**src/rtl/muldiv_pkg.sv**
```systemverilog
// Shared types and constants for the iterative multiply/divide unit (muldiv_unit).
package muldiv_pkg;

  typedef enum logic [1:0] {
    OP_MULT  = 2'b00,
    OP_MULTU = 2'b01,
    OP_DIV   = 2'b10,
    OP_DIVU  = 2'b11
  } muldiv_op_t;

  typedef enum logic [1:0] {
    ST_IDLE = 2'd0,
    ST_MUL  = 2'd1,
    ST_DIV  = 2'd2
  } muldiv_state_t;

  localparam int          MULDIV_ITER    = 32;
  localparam int          MULDIV_CNT_W   = $clog2(MULDIV_ITER);
  localparam logic [31:0] MULDIV_DIV0_LO = 32'hFFFF_FFFF;

endpackage

```
**src/rtl/muldiv_divider.sv**
```systemverilog
// Restoring-divide iteration register and step logic; compiled only when MULDIV_DIV_EN is defined.
`ifdef MULDIV_DIV_EN
module muldiv_divider #(
  parameter int WIDTH = 32
) (
  input  logic             clk,
  input  logic             rst,
  input  logic             load_i,
  input  logic             step_i,
  input  logic [WIDTH-1:0] dividend_i,
  input  logic [WIDTH-1:0] divisor_i,
  output logic [WIDTH-1:0] quo_nxt_o,
  output logic [WIDTH-1:0] rem_nxt_o
);

  logic [WIDTH:0]   rem_q, rem_d, rem_step;
  logic [WIDTH-1:0] quo_q, quo_d, dvsr_q, dvsr_d;
  logic [WIDTH+1:0] shifted;
  logic             fits;

  // Quotient register doubles as the dividend shifter: its MSB feeds the remainder.
  always_comb begin
    shifted  = {rem_q, quo_q[WIDTH-1]};
    fits     = shifted >= (WIDTH+2)'(dvsr_q);
    rem_step = fits ? (WIDTH+1)'(shifted - (WIDTH+2)'(dvsr_q)) : (WIDTH+1)'(shifted);
    rem_d    = rem_q;
    quo_d    = quo_q;
    dvsr_d   = dvsr_q;
    if (load_i) begin
      rem_d  = '0;
      quo_d  = dividend_i;
      dvsr_d = divisor_i;
    end else if (step_i) begin
      rem_d = rem_step;
      quo_d = {quo_q[WIDTH-2:0], fits};
    end
  end

  assign quo_nxt_o = {quo_q[WIDTH-2:0], fits};
  assign rem_nxt_o = rem_step[WIDTH-1:0];

  always_ff @(posedge clk or posedge rst) begin
    if (rst) begin
      rem_q  <= '0;
      quo_q  <= '0;
      dvsr_q <= '0;
    end else begin
      rem_q  <= rem_d;
      quo_q  <= quo_d;
      dvsr_q <= dvsr_d;
    end
  end

endmodule
`endif

```
**src/rtl/muldiv_unit.sv**
```systemverilog
// Iterative MIPS multiply/divide unit with HI/LO registers.
// Divide support is built only when MULDIV_DIV_EN is defined.
module muldiv_unit
  import muldiv_pkg::*;
#(
  parameter int WIDTH = 32
) (
  input  logic             clk,
  input  logic             reset,
  input  logic             start,
  input  logic [1:0]       op,
  input  logic [WIDTH-1:0] a,
  input  logic [WIDTH-1:0] b,
  input  logic             hi_we,
  input  logic             lo_we,
  input  logic [WIDTH-1:0] wdata,
  output logic             busy,
  output logic             done,
  output logic [WIDTH-1:0] hi,
  output logic [WIDTH-1:0] lo
);

  localparam logic [MULDIV_CNT_W-1:0] CNT_LAST = MULDIV_CNT_W'(MULDIV_ITER - 1);

  muldiv_op_t              op_e;
  muldiv_state_t           state_q, state_d;
  logic [MULDIV_CNT_W-1:0] cnt_q, cnt_d;
  logic [2*WIDTH-1:0]      acc_q, acc_d, acc_step, prod;
  logic [WIDTH:0]          psum;
  logic [WIDTH-1:0]        mcand_q, mcand_d, hi_q, hi_d, lo_q, lo_d, a_mag, b_mag;
  logic signed [WIDTH-1:0] a_s, b_s;
  logic                    neg_q, neg_d, done_q, done_d;
  logic                    signed_op, mul_op, mul_step, last;

  function automatic logic [WIDTH-1:0] magnitude(input logic [WIDTH-1:0] v, input logic en);
    return (en && v[WIDTH-1]) ? (~v + 1'b1) : v;
  endfunction

  assign op_e      = muldiv_op_t'(op);
  assign a_s       = a;
  assign b_s       = b;
  assign signed_op = (op_e == OP_MULT) || (op_e == OP_DIV);
  assign mul_op    = (op_e == OP_MULT) || (op_e == OP_MULTU);
  assign a_mag     = magnitude(a, signed_op);
  assign b_mag     = magnitude(b, signed_op);

`ifdef MULDIV_DIV_EN
  logic             rneg_q, rneg_d, dvz_q, dvz_d, div_step;
  logic [WIDTH-1:0] quo_nxt, rem_nxt;

  function automatic logic [WIDTH-1:0] cond_neg(input logic [WIDTH-1:0] v, input logic n);
    return n ? (~v + 1'b1) : v;
  endfunction

  muldiv_divider #(.WIDTH(WIDTH)) u_div (
    .clk        (clk),
    .rst        (reset),
    .load_i     (start && (state_q == ST_IDLE) && !mul_op),
    .step_i     (div_step),
    .dividend_i (a_mag),
    .divisor_i  (b_mag),
    .quo_nxt_o  (quo_nxt),
    .rem_nxt_o  (rem_nxt)
  );
`endif

  always_ff @(posedge clk or posedge reset) begin
    if (reset) state_q <= ST_IDLE;
    else       state_q <= state_d;
  end

  always_comb begin
    state_d = state_q;
    case (state_q)
      ST_IDLE: begin
        if (start && mul_op) state_d = ST_MUL;
`ifdef MULDIV_DIV_EN
        if (start && !mul_op) state_d = ST_DIV;
`endif
      end
      ST_MUL:  if (last) state_d = ST_IDLE;
`ifdef MULDIV_DIV_EN
      ST_DIV:  if (last) state_d = ST_IDLE;
`endif
      default: state_d = ST_IDLE;
    endcase
  end

  always_comb begin
    busy     = 1'b0;
    mul_step = 1'b0;
    last     = 1'b0;
`ifdef MULDIV_DIV_EN
    div_step = 1'b0;
`endif
    case (state_q)
      ST_MUL: begin
        busy     = 1'b1;
        mul_step = 1'b1;
        last     = (cnt_q == CNT_LAST);
      end
`ifdef MULDIV_DIV_EN
      ST_DIV: begin
        busy     = 1'b1;
        div_step = 1'b1;
        last     = (cnt_q == CNT_LAST);
      end
`endif
      default: ;
    endcase
  end

  // Shift-add: conditionally add the multiplicand into the upper half, then shift right.
  always_comb begin
    psum     = {1'b0, acc_q[2*WIDTH-1:WIDTH]} + (acc_q[0] ? {1'b0, mcand_q} : '0);
    acc_step = {psum, acc_q[WIDTH-1:1]};
    prod     = neg_q ? (~acc_step + 1'b1) : acc_step;
  end

  always_comb begin
    cnt_d   = cnt_q;
    acc_d   = acc_q;
    mcand_d = mcand_q;
    neg_d   = neg_q;
    hi_d    = hi_q;
    lo_d    = lo_q;
    done_d  = 1'b0;
`ifdef MULDIV_DIV_EN
    rneg_d  = rneg_q;
    dvz_d   = dvz_q;
`endif
    if (state_q == ST_IDLE) begin
      if (hi_we) hi_d = wdata;
      if (lo_we) lo_d = wdata;
      if (start) begin
        cnt_d = '0;
        if (mul_op) begin
          acc_d   = {{WIDTH{1'b0}}, b_mag};
          mcand_d = a_mag;
          neg_d   = signed_op && (a_s[WIDTH-1] ^ b_s[WIDTH-1]);
        end else begin
`ifdef MULDIV_DIV_EN
          neg_d  = signed_op && (a_s[WIDTH-1] ^ b_s[WIDTH-1]);
          rneg_d = signed_op && a_s[WIDTH-1];
          dvz_d  = (b == '0);
`else
          done_d = 1'b1;
`endif
        end
      end
    end else begin
      cnt_d = cnt_q + 1'b1;
      if (mul_step) acc_d = acc_step;
      if (last) begin
        done_d = 1'b1;
        if (mul_step) begin
          {hi_d, lo_d} = prod;
        end
`ifdef MULDIV_DIV_EN
        if (div_step) begin
          hi_d = cond_neg(rem_nxt, rneg_q);
          lo_d = dvz_q ? MULDIV_DIV0_LO : cond_neg(quo_nxt, neg_q);
        end
`endif
      end
    end
  end

  always_ff @(posedge clk or posedge reset) begin
    if (reset) begin
      cnt_q   <= '0;
      acc_q   <= '0;
      mcand_q <= '0;
      neg_q   <= 1'b0;
      hi_q    <= '0;
      lo_q    <= '0;
      done_q  <= 1'b0;
`ifdef MULDIV_DIV_EN
      rneg_q  <= 1'b0;
      dvz_q   <= 1'b0;
`endif
    end else begin
      cnt_q   <= cnt_d;
      acc_q   <= acc_d;
      mcand_q <= mcand_d;
      neg_q   <= neg_d;
      hi_q    <= hi_d;
      lo_q    <= lo_d;
      done_q  <= done_d;
`ifdef MULDIV_DIV_EN
      rneg_q  <= rneg_d;
      dvz_q   <= dvz_d;
`endif
    end
  end

  assign done = done_q;
  assign hi   = hi_q;
  assign lo   = lo_q;

endmodule
```
**config.mk**
```make
export PLATFORM = sky130hd
export DESIGN_NAME = muldiv_unit
export DESIGN_NICKNAME = d
export VERILOG_FILES = /design/src/rtl/muldiv_pkg.sv /design/src/rtl/muldiv_divider.sv /design/src/rtl/muldiv_unit.sv
export SDC_FILE = /design/constraint.sdc
export NUM_CORES = 1
export LEC_CHECK = 0
export ABC_AREA = 1
export BUFFER_PORTS_ARGS = -buffer_cell sky130_fd_sc_hd__buf_2
export CAP_MARGIN = 20
export CORE_ASPECT_RATIO = 1.2
export CORE_MARGIN = 2
export CORE_UTILIZATION = 60
export DETAILED_ROUTE_END_ITERATION = 10
export PLACE_DENSITY_LB_ADDON = 0.15
export SYNTH_ARGS = -nofsm -noshare
export SYNTH_HDL_FRONTEND = slang
export SYNTH_SLANG_ARGS = --single-unit
```
**constraint.sdc**
```tcl
create_clock -name clk -period 11.2 [get_ports clk]
set_clock_uncertainty 0.15 [all_clocks]
set_input_delay 0 -clock clk [delete_from_list [all_inputs] [get_ports clk]]
set_output_delay 0 -clock clk [all_outputs]
set_load 0.05 [all_outputs]
```
==> results.json, run 1 <==
{
  "relSlewSlack": 0.2439,
  "ys_async_sr_fraction": 1.000,
  "die_y_um": 168.7,
  "cts_tree": "done",
  "comb_power_share": 0.655,
  "synth_edf_count": 0,
  "crit_chain": "nand2_1 -> inv_1 -> ha_1 -> fa_1 -> nand3_2 -> nand3_2 -> nand2_1 -> nand2_1 -> nand2_1 -> nand2_1 -> xnor2_1 -> nand2_1 -> nor2_1 -> inv_1 -> nor2_4 -> nand2_1 -> nand3_1 -> nand2_1 -> nor2_1 -> nor2_1",
  "syn_avg_cell_area_um2": 6.276,
  "drt_iter0_markers": 1741,
  "synth_top_area_share": 0.3100,
  "hold_viol": 0,
  "grt_max_degree": 94,
  "yosys-top-cells-area": "dfrtp_1, nand2_1, inv_1",
  "antenna_found_initial": 1,
  "finalNetCount": 2568,
  "clock_latency_ps": 450,
  "routed-via-count": 16070,
  "root_buffer": "clkbuf_16",
  "io_pins": 169,
  "ys_warn_count": 0,
  "rsz0062_at_grt": "no",
  "critPathRequiredTime_ps": 11400,
  "critical_path_arrival_ps": 4080,
  "final_area_um2": 16580,
  "synthCells": 2161,
  "layout_common_cells": "nand2_1, inv_1, nor2_1",
  "clock_sinks": 168,
  "drc": 0,
  "ys_seq_area_frac": 0.3100,
  "hold_slack_ps": 7.994,
  "internal_power_uw": 2215,
  "worstPathMaxFanout": 33,
  "drive_above_1_share": 0.1340,
  "cp_common_cell": "nand2_1",
  "synth_top_cell_by_area": "dfrtp_1",
  "h-tree-depth": 4,
  "dpl_cell_area_um2": 14620,
  "hpwl_mm": 36.51,
  "rows": 60,
  "period_share": 0.3466,
  "finalSetupTns_ps": 0,
  "clkTransAtPathRegs_ps": 80,
  "powerDensity_nw_per_um2": 316.6,
  "cpPeakStageDelay_ps": 770,
  "synth_area_um2": 13560,
  "die_w_um": 141.3,
  "dieArea_um2": 23830,
  "synth-seq-cells": 168,
  "synthesis.nets": 2302,
  "worst_setup_path_start_kind": "flip-flop",
  "tightest_slew_ps": 1120,
  "grt_pass1_wl_mm": 80.65,
  "crit_path_end_kind": "flip-flop",
  "final_common_cell": "nand2_1",
  "finalCriticalPeriod_ps": 3882,
  "routed_wirelength_mm": 51.33,
  "grtUsageTotal": 0.4353,
  "cts_buffer_depth": 2,
  "swShare": 0.5780,
  "postRouteAntennaNets": 0,
  "area_growth_pct": 22.26,
  "post_cts_buffers": 0,
  "synth_flop_cell": "dfrtp_1",
  "drv_cap": 0,
  "p_leak_uw": 0.008794,
  "numCtsBuffers": 17,
  "initial_core_util": 0.6083,
  "slew_viol_final": 0,
  "core_area_um2": 22300,
  "vdd_ir_drop_max_v": 0.0002039,
  "firstDrtPassIters": 6,
  "gp_congestion": 0.9888,
  "port_buffers": 168,
  "switchingPower_uw": 3034,
  "grt.overflow.total": 0,
  "setup_viol": 0,
  "p_seq_frac": 0.230,
  "cp_slowest_cell": "dfrtp_1",
  "criticalPathCategory": "reg -> reg",
  "post_drt_via_cell_ratio": 5.907,
  "synth_cell_types": 54,
  "wl_per_cell_um": 18.87,
  "status": "completed",
  "grt_pass1_vias": 15570,
  "min_path_type": "in -> reg",
  "clock.fmax_mhz": 257.6,
  "clkPwrFrac": 0.115
}
## metrics by stage
stage	std cells	setup WS (ps)	utilization	power, uW
floorplan	2161	6503	-	3554
global placement	2550	7480	0.6544	4421
detailed placement	2551	7389	0.6557	4481
CTS	2718	7364	0.7424	5145
global route	2719	6957	0.7436	5628
finish	2720	7318	0.7437	5249
## path summary, 6_finish.rpt
| check | startpoint | endpoint | slack (ps) | depth (start not counted) |
|---|---|---|---|---|
| worst max-delay path | acc_q[0]$_DFFE_PP0P_ | hi[26]$_DFFE_PP0P_ | 7320 | 20 |
| worst min-delay path | hi_we | hi[30]$_DFFE_PP0P_ | 8 | 4 |
| worst max register to register | acc_q[0]$_DFFE_PP0P_ | hi[26]$_DFFE_PP0P_ | 7320 | 20 |
| worst min register to register | hi[30]$_DFFE_PP0P_ | hi[30]$_DFFE_PP0P_ | 340 | 2 |
| max in group asynchronous | reset | state_q[0]$_DFFE_PP0P_ | 9550 | 5 |
| min in group asynchronous | reset | acc_q[51]$_DFFE_PP0P_ | 100 | 3 |
## cell families after synthesis
| group | after synthesis | synth area share |
|---|---|---|
| adder cells (fa/ha/maj) | 38 | 0.03561 |
| AO/OA/AOI/OAI | 293 | 0.1257 |
| multiplexers | 3 | 0.002306 |
| buffers and inverters | 405 | 0.1126 |
| flip-flops | 168 | 0.3100 |
| AND/OR/NAND/NOR | 1226 | 0.3957 |
| XOR/XNOR | 28 | 0.01808 |
## final cells by class
cell class                      instances  area, um^2
Antenna cell                            1       2.502
Clock buffer                           17       425.4
Clock inverter                         15       156.4
Fill cell                            1797        5714
Inverter                              333        1256
Multi-Input combinational cell       1588        7835
Sequential cell                       168        4205
Tap cell                              279       349.1
Timing Repair Buffer                  319        2352
## flip-flops by register name (all words and copies together) (netlist names)
signal	count
lo	32
state_q	1
done	1
mcand_q	32
acc_q	64
cnt_q	5
neg_q	1
hi	32
## per-layer routing
| layer | global-route usage | part of all wire | vias up |
|---|---|---|---|
| met5 | 0 | 0 | - |
| met4 | 0.3343 | 0.091 | 0 |
| met3 | 0.05205 | 0.074 | 256 |
| met2 | 0.7336 | 0.47 | 1001 |
| met1 | 0.5047 | 0.36 | 7347 |
| li1 | - | - | 7463 |
## power groups by stage
stage,Sequential [uW],Clock (uW),Combinational [uW]
detailed placement,1200,0,3280
floorplan,1490,0,2070
global route,1230,623,3770
CTS,1200,599,3350
global placement,1200,0,3220
finish,1210,602,3440
## synth_stat cells, types with 3 or more instances
library cell	count
o21ai_1	4
a41oi_1	3
and2_1	4
xnor2_1	5
a21oi_1	76
clkinv_1	5
nand3b_1	14
nand4_1	36
ha_1	37
nand2_1	642
nor2_4	7
nor3_2	6
buf_1	7
clkbuf_1	62
nor3_1	20
a221oi_1	3
o211ai_1	24
nand3_1	174
a31oi_1	33
and3_1	5
o311ai_0	6
o31ai_1	6
o21ai_0	109
or2_2	10
nor2_2	25
nand2_2	26
a22oi_1	9
nand3_2	11
nor4_1	6
inv_1	314
dfrtp_1	168
nor3b_1	3
o22ai_1	7
inv_2	13
nor2_1	234
xor2_1	23
## timing repair
| item | in CTS | in global routing |
|---|---|---|
| endpoints found under the hold margin | 214 | 0 |
| hold buffers | 135 | 0 |
| resized for setup | 0 | 0 |
## worst max-delay path, delay by kind of cell (launching register included)
family | cells | cell delay [ps]
and+or+nand+nor | 15 | 1640
adders and majority gates | 2 | 690
xor gates and xnor gates | 1 | 350
buffers and inverters | 2 | 160
DFF | 1 | 770
Power figures use the tool's default switching activity.
==> run 2, diff against run 1 <==
==> constraint.sdc (replaced) <==
create_clock -name clk -period 3.7 [get_ports clk]
set_clock_uncertainty 0.15 [all_clocks]
set_input_delay 0 -clock clk [delete_from_list [all_inputs] [get_ports clk]]
set_output_delay 0 -clock clk [all_outputs]
set_load 0.05 [all_outputs]
==> run 2 against run 1 <==
  * Global-route usage about the same
  * Hold slack improved by 2.4 ps
  * Non-clock buffer count increased by 4
  * Core utilization increased by 0.30 points
  * Critical path depth decreased by 1
  * Die area unchanged
  * Sequential power increased to 3.0 times the previous value
  * Design area increased by 0.41%
  * Routed wire length increased by 1.6%
  * Register-to-register slack got worse by 7000 ps
  * Via count about the same
==> results.json, run 2 (synthesis gave the netlist of run 1 again) <==
{
  "postRouteAntennaNets": 0,
  "finalNetCount": 2572,
  "crit_path_end_kind": "flip-flop",
  "routed_wirelength_mm": 52.16,
  "grt_pass1_wl_mm": 80.76,
  "rrSetupSlack_ps": 290,
  "relSlewSlack": 0.2038,
  "vdd_ir_drop_max_v": 0.0005379,
  "use_met1": 0.4889,
  "hold_start": "wdata[25]",
  "setup_viol": 0,
  "status": "completed",
  "worstPathMaxFanout": 4,
  "area_growth_pct": 22.76,
  "cts_buffer_depth": 2,
  "grtUsageTotal": 0.4351,
  "drive_above_1_share": 0.1436,
  "dieArea_um2": 23830,
  "routed-via-count": 16070,
  "critPathRequiredTime_ps": 3910,
  "slew_viol_final": 0,
  "powerDensity_nw_per_um2": 974.6,
  "die_y_um": 168.7,
  "r2r_cells": 18,
  "clock.fmax_mhz": 288.8,
  "clkTransAtPathRegs_ps": 80,
  "worst_setup_path_start_kind": "input pin",
  "hpwl_mm": 36.91,
  "drv_cap": 0,
  "clock_sinks": 168,
  "antenna_found_initial": 0,
  "min_path_cells": 6,
  "r2r-end": "hi[29]$_DFFE_PP0P_",
  "post_drt_via_cell_ratio": 5.903,
  "core_area_um2": 22300,
  "cts_tree": "done",
  "die_w_um": 141.3,
  "root_buffer": "clkbuf_16",
  "layout_common_cells": "nand2_1, inv_1, nor2_1",
  "finalSetupTns_ps": 0,
  "grt_max_degree": 169,
  "min_path_type": "in -> reg",
  "io_pins": 169,
  "hold_viol": 0,
  "regMostFlops": "acc_q",
  "finalCriticalPeriod_ps": 3463,
  "rows": 60,
  "final_common_cell": "nand2_1",
  "wl_per_cell_um": 19.15,
  "busiest_layer": "met2",
  "initial_core_util": 0.6083,
  "diodes": 0,
  "period_share": 0.9360,
  "grt_pass1_vias": 15470,
  "drc": 0,
  "p_leak_uw": 0.008847,
  "critical_path_arrival_ps": 3680,
  "port_buffers": 168,
  "tightest_slew_ps": 1179,
  "clock_latency_ps": 440,
  "rsz0062_at_grt": "no",
  "grt.overflow.total": 0,
  "r2r-start": "acc_q[0]$_DFFE_PP0P_",
  "fillerInstances": 1751,
  "met2_usage": 0.7263,
  "gp_congestion": 1.036,
  "holdPathEnd": "lo[25]$_DFFE_PP0P_",
  "drt_iter0_markers": 1688,
  "firstDrtPassIters": 6,
  "largest_reg_flops": 64,
  "criticalPathCategory": "in -> reg",
  "fin_util": 0.7467,
  "numCtsBuffers": 17,
  "met3_usage": 0.07468,
  "h-tree-depth": 4
}
run 2: changes by cell type in the layout (fill, tap and decap cells not counted), moves of 2 or more:
cell	before	now
buf_4	14	25
inv_8	4	6
inv_6	5	2
clkinv_4	0	2
nand2_2	26	28
buf_16	2	0
dlygate4sd3_1	135	127
nor2_2	25	28
nor2_1	234	231
nand2_1	642	639
buf_12	0	2
run 2: final cells by class:
type | instances | area (um^2) | share of cell area
Tap cell | 279 | 349.1 | 0.02097
Multi-Input combinational cell | 1588 | 7886 | 0.4737
Sequential cell | 168 | 4205 | 0.2526
Clock inverter | 15 | 177.7 | 0.01067
Timing Repair Buffer | 323 | 2351 | 0.1412
Clock buffer | 17 | 425.4 | 0.02555
Inverter | 333 | 1255 | 0.07537
run 2: repair_timing:
action / CTS / global route
setup endpoints to repair: 0 / 14
setup buffers: 0 / 1
endpoints found under the hold margin: 283 / 0
hold buffers: 129 / 0
resized for setup: 0 / 15
run 2: worst max path at each step:
stage | start | end | cells after the start
floorplan | acc_q[0]$_DFFE_PP0P_ | hi[26]$_DFFE_PP0P_ | 22
global placement | acc_q[0]$_DFFE_PP0P_ | hi[20]$_DFFE_PP0P_ | 21
detailed placement | acc_q[0]$_DFFE_PP0P_ | hi[26]$_DFFE_PP0P_ | 21
CTS | a[0] | mcand_q[28]$_DFFE_PP0P_ | 20
global route | b[2] | acc_q[21]$_DFFE_PP0P_ | 19
finish | b[2] | acc_q[21]$_DFFE_PP0P_ | 19
run 2: per-layer routing:
| layer | vias to the layer above | routed length, um |
|---|---|---|
| li1 | 7474 | - |
| met1 | 7327 | 18730 |
| met2 | 1017 | 24500 |
| met3 | 256 | 4130 |
| met4 | 0 | 4794 |
| met5 | - | 0 |
run 2: worst max-delay path: stages:
cell           delay (ps)
dlygate4sd3_1         530
buf_2                 130
inv_1                 100
nand3_1               150
nor2_1                190
nand3_1               170
nor3_2                230
nand2_2               150
inv_1                  90
nand2_1                70
inv_1                  80
nand2_1               110
nor2_1                170
nand2_1               100
nand3_1                70
dlygate4sd3_1         550
nand3_1                80
dlygate4sd3_1         570
a22oi_1               130
run 2: power breakdown:
| part | total [uW] | switching, uW | internal (uW) | leakage, uW |
|---|---|---|---|---|
| registers | 3610 | 829 | 2780 | 0.00200 |
| logic | 10700 | 7590 | 3120 | 0.00655 |
| clock network | 1910 | 936 | 973 | 0.000295 |
run 2: through the flow:
stage	instance area [um^2]	hold slack, ps	instances	setup WS, ps	power (uW)
2_1_floorplan	13570	-12.33	2161	612.3	10760
3_3_place_gp	14710	145.7	2563	311.9	13580
3_5_place_dp	14710	135.8	2563	259.6	13740
4_1_cts	16610	4.592	2724	138.7	15810
5_1_grt	16650	1.963	2723	28.16	17290
6_report	16650	10.43	2723	236.9	16230
==> run 3, diff against run 2 <==
--- a/config.mk
+++ b/config.mk
@@ -5,12 +5,11 @@
 export SDC_FILE = /design/constraint.sdc
 export NUM_CORES = 1
 export LEC_CHECK = 0
-export ABC_AREA = 1
 export BUFFER_PORTS_ARGS = -buffer_cell sky130_fd_sc_hd__buf_2
 export CAP_MARGIN = 20
 export CORE_ASPECT_RATIO = 1.2
 export CORE_MARGIN = 2
-export CORE_UTILIZATION = 60
+export CORE_UTILIZATION = 59
 export DETAILED_ROUTE_END_ITERATION = 10
 export PLACE_DENSITY_LB_ADDON = 0.15
 export SYNTH_ARGS = -nofsm -noshare
==> run 3 against run 2 <==
  * The flow now finishes with violations (design-rule violations, negative setup slack)
  * Non-clock buffer count up 197
  * Design area up 1.5%
  * Power down 0.31%
  * Combinational power about the same
  * Global-route usage down 4.5 points
  * Critical endpoint is now hi[30]$_DFFE_PP0P_
  * Largest cell class unchanged
  * Highest routed layer is now met5
==> results.json, run 3 <==
{
  "status": "finished, violations left",
  "violations": "design-rule violations, negative setup slack",
  "critPathLaunch": "acc_q[20]$_DFFE_PP0P_",
  "finalCriticalPeriod_ps": 4478,
  "io_pins": 169,
  "synth_common_cells": "o21ai_0, dfrtp_1, nand2_1",
  "yosys-top-cells-area": "dfrtp_1, o21ai_0, xor2_1",
  "die_w_um": 132.6,
  "synth_area_um2": 11720,
  "comb_power_share": 0.669,
  "clock_sinks": 168,
  "final_common_cell": "buf_4",
  "clkTransAtPathRegs_ps": 70,
  "regArea_um2": 4208,
  "drt_iter0_markers": 1410,
  "port_buffers": 168,
  "h-tree-depth": 4,
  "critical_path_arrival_ps": 4700,
  "cp_slowest_cell": "or4_4",
  "core_area_um2": 19550,
  "crit_path_end_kind": "flip-flop",
  "clkPwrFrac": 0.119,
  "period_share": 1.210,
  "crit_chain": "or4_4 -> or3_4 -> or3_4 -> or4_4 -> or4_4 -> or2_4 -> or4_4 -> or4_4 -> o31a_1 -> nor3_2",
  "root_buffer": "clkbuf_16",
  "hold_start": "b[29]",
  "slew_viol_final": 0,
  "synth_top_area_share": 0.3588,
  "grtUsageTotal": 0.3898,
  "synth_edf_count": 0,
  "r2r-start": "acc_q[20]$_DFFE_PP0P_",
  "synth_cell_types": 70,
  "place_ws_ps": -755.6,
  "critPathRequiredTime_ps": 3920,
  "hpwl_mm": 27.41,
  "regMostFlops": "acc_q",
  "rows": 56,
  "routed_wirelength_mm": 43.08,
  "syn_avg_cell_area_um2": 8.340,
  "dieArea_um2": 21010,
  "cpPeakStageDelay_ps": 540,
  "gp_congestion": 0.9452,
  "p_leak_uw": 0.007498,
  "clock.fmax_mhz": 223.3,
  "die_y_um": 158.4,
  "grt_pass1_vias": 13040,
  "diodes": 0,
  "relSlewSlack": 0.3231,
  "layout_common_cells": "buf_4, buf_2, dfrtp_1",
  "synth-seq-cells": 168,
  "synthesis.nets": 1546,
  "finalSetupTns_ps": -13430,
  "cts_buffer_depth": 2,
  "internal_power_uw": 8344,
  "hold_viol": 0,
  "tightest_slew_ps": 1014,
  "ys_seq_area_frac": 0.3588,
  "min_path_type": "in -> reg",
  "largest_reg_flops": 64,
  "multi_input_area_um2": 7807,
  "drc": 1,
  "initial_core_util": 0.5994,
  "synth_top_cell_by_area": "dfrtp_1",
  "area_growth_pct": 44.18,
  "hold_slack_ps": 47.48,
  "grt_pass1_wl_mm": 64.95,
  "drv_cap": 0,
  "ys_async_sr_fraction": 1.000,
  "antenna_found_initial": 2,
  "criticalPathCategory": "reg -> reg",
  "yosysMostFrequentCell": "o21ai_0",
  "worstPathMaxFanout": 3,
  "finalNetCount": 2002,
  "firstDrtPassIters": 9,
  "ys_warn_count": 0,
  "fin_ws_ps": -777.5,
  "drive_above_1_share": 0.2924,
  "routed-via-count": 13480,
  "grt_max_degree": 69,
  "grt.overflow.total": 0,
  "vdd_ir_drop_max_v": 0.0004877,
  "synth_flop_cell": "dfrtp_1",
  "rsz0062_at_grt": "yes",
  "post_drt_via_cell_ratio": 6.316,
  "wl_per_cell_um": 20.18,
  "numCtsBuffers": 17,
  "swShare": 0.4842,
  "switchingPower_uw": 7833,
  "synthCells": 1405,
  "p_seq_frac": 0.212,
  "clock_latency_ps": 440,
  "worst_setup_path_start_kind": "flip-flop",
  "cts_tree": "done",
  "powerDensity_nw_per_um2": 957.6,
  "rrSetupSlack_ps": -780,
  "cp_common_cell": "or4_4",
  "setup_viol": 25,
  "postRouteAntennaNets": 0,
  "fillerInstances": 1021
}
run 3: critical path: cells and delay by family (launching register included):
family | cells | cell delay (ps)
AND/OR/NAND/NOR | 9 | 3560
flip-flops | 1 | 410
AO/OA/AOI/OAI | 1 | 290
run 3: routing by layer:
| layer | GRT usage | share of wire | up-vias |
|---|---|---|---|
| li1 | - | - | 6056 |
| met1 | 0.4611 | 0.37 | 6420 |
| met2 | 0.6701 | 0.49 | 835 |
| met3 | 0.06940 | 0.081 | 171 |
| met4 | 0.2284 | 0.054 | 2 |
| met5 | 0 | 0.00030 | - |
run 3: cell type report:
| type | instances | area share |
|---|---|---|
| Timing Repair Buffer | 520 | 0.2286 |
| Clock buffer | 18 | 0.02540 |
| Clock inverter | 14 | 0.01118 |
| Sequential cell | 168 | 0.2491 |
| Multi-Input combinational cell | 1136 | 0.4622 |
| Tap cell | 261 | 0.01933 |
| Inverter | 18 | 0.004222 |
run 3: power by group through the flow:
| stage | Combinational [uW] | Sequential [uW] | Clock, uW |
|---|---|---|---|
| final | 10800 | 3430 | 1920 |
| after CTS | 9970 | 3370 | 1900 |
| after floorplan | 4800 | 4410 | 0 |
| after global routing | 11600 | 3500 | 1990 |
| after detailed placement | 9420 | 3390 | 0 |
| after global placement | 9160 | 3360 | 0 |
run 3: kinds of logic after synthesis:
| family | count (synthesis) | share of synthesized area |
|---|---|---|
| AOI/OAI and AO/OA | 502 | 0.2682 |
| and+or+nand+nor | 472 | 0.2044 |
| DFF | 168 | 0.3588 |
| xor gates and xnor gates | 107 | 0.07998 |
| buffers and inverters | 101 | 0.03246 |
| adders and majority gates | 38 | 0.04122 |
| muxes | 17 | 0.01495 |
run 3: final timing paths:
kind / to / cells after the start
min: acc_q[29]$_DFFE_PP0P_ / 4
min reg2reg: mcand_q[10]$_DFFE_PP0P_ / 2
max reg2reg: hi[30]$_DFFE_PP0P_ / 10
max: hi[30]$_DFFE_PP0P_ / 10
min in group asynchronous: acc_q[25]$_DFFE_PP0P_ / 3
max in group asynchronous: acc_q[3]$_DFFE_PP0P_ / 4
run 3: repair_timing:
action                                  in CTS  in global routing
endpoints found under the setup margin      28                 35
hold endpoints to repair                   173                  0
cloned                                       0                  0
resized for setup                           54                 69
setup buffers                               10                  9
hold buffers                               122                  0
pin swaps                                   26                 37
run 3: per-stage QoR:
| stage | util | total power, uW | cell area, um^2 | cells |
|---|---|---|---|---|
| after global placement | 0.7327 | 12530 | 14320 | 1963 |
| after CTS | 0.8435 | 15250 | 16490 | 2127 |
| final | 0.8642 | 16180 | 16890 | 2135 |
| after global routing | 0.8642 | 17060 | 16890 | 2135 |
| after detailed placement | 0.7327 | 12810 | 14320 | 1963 |
| after floorplan | - | 9213 | 11840 | 1405 |
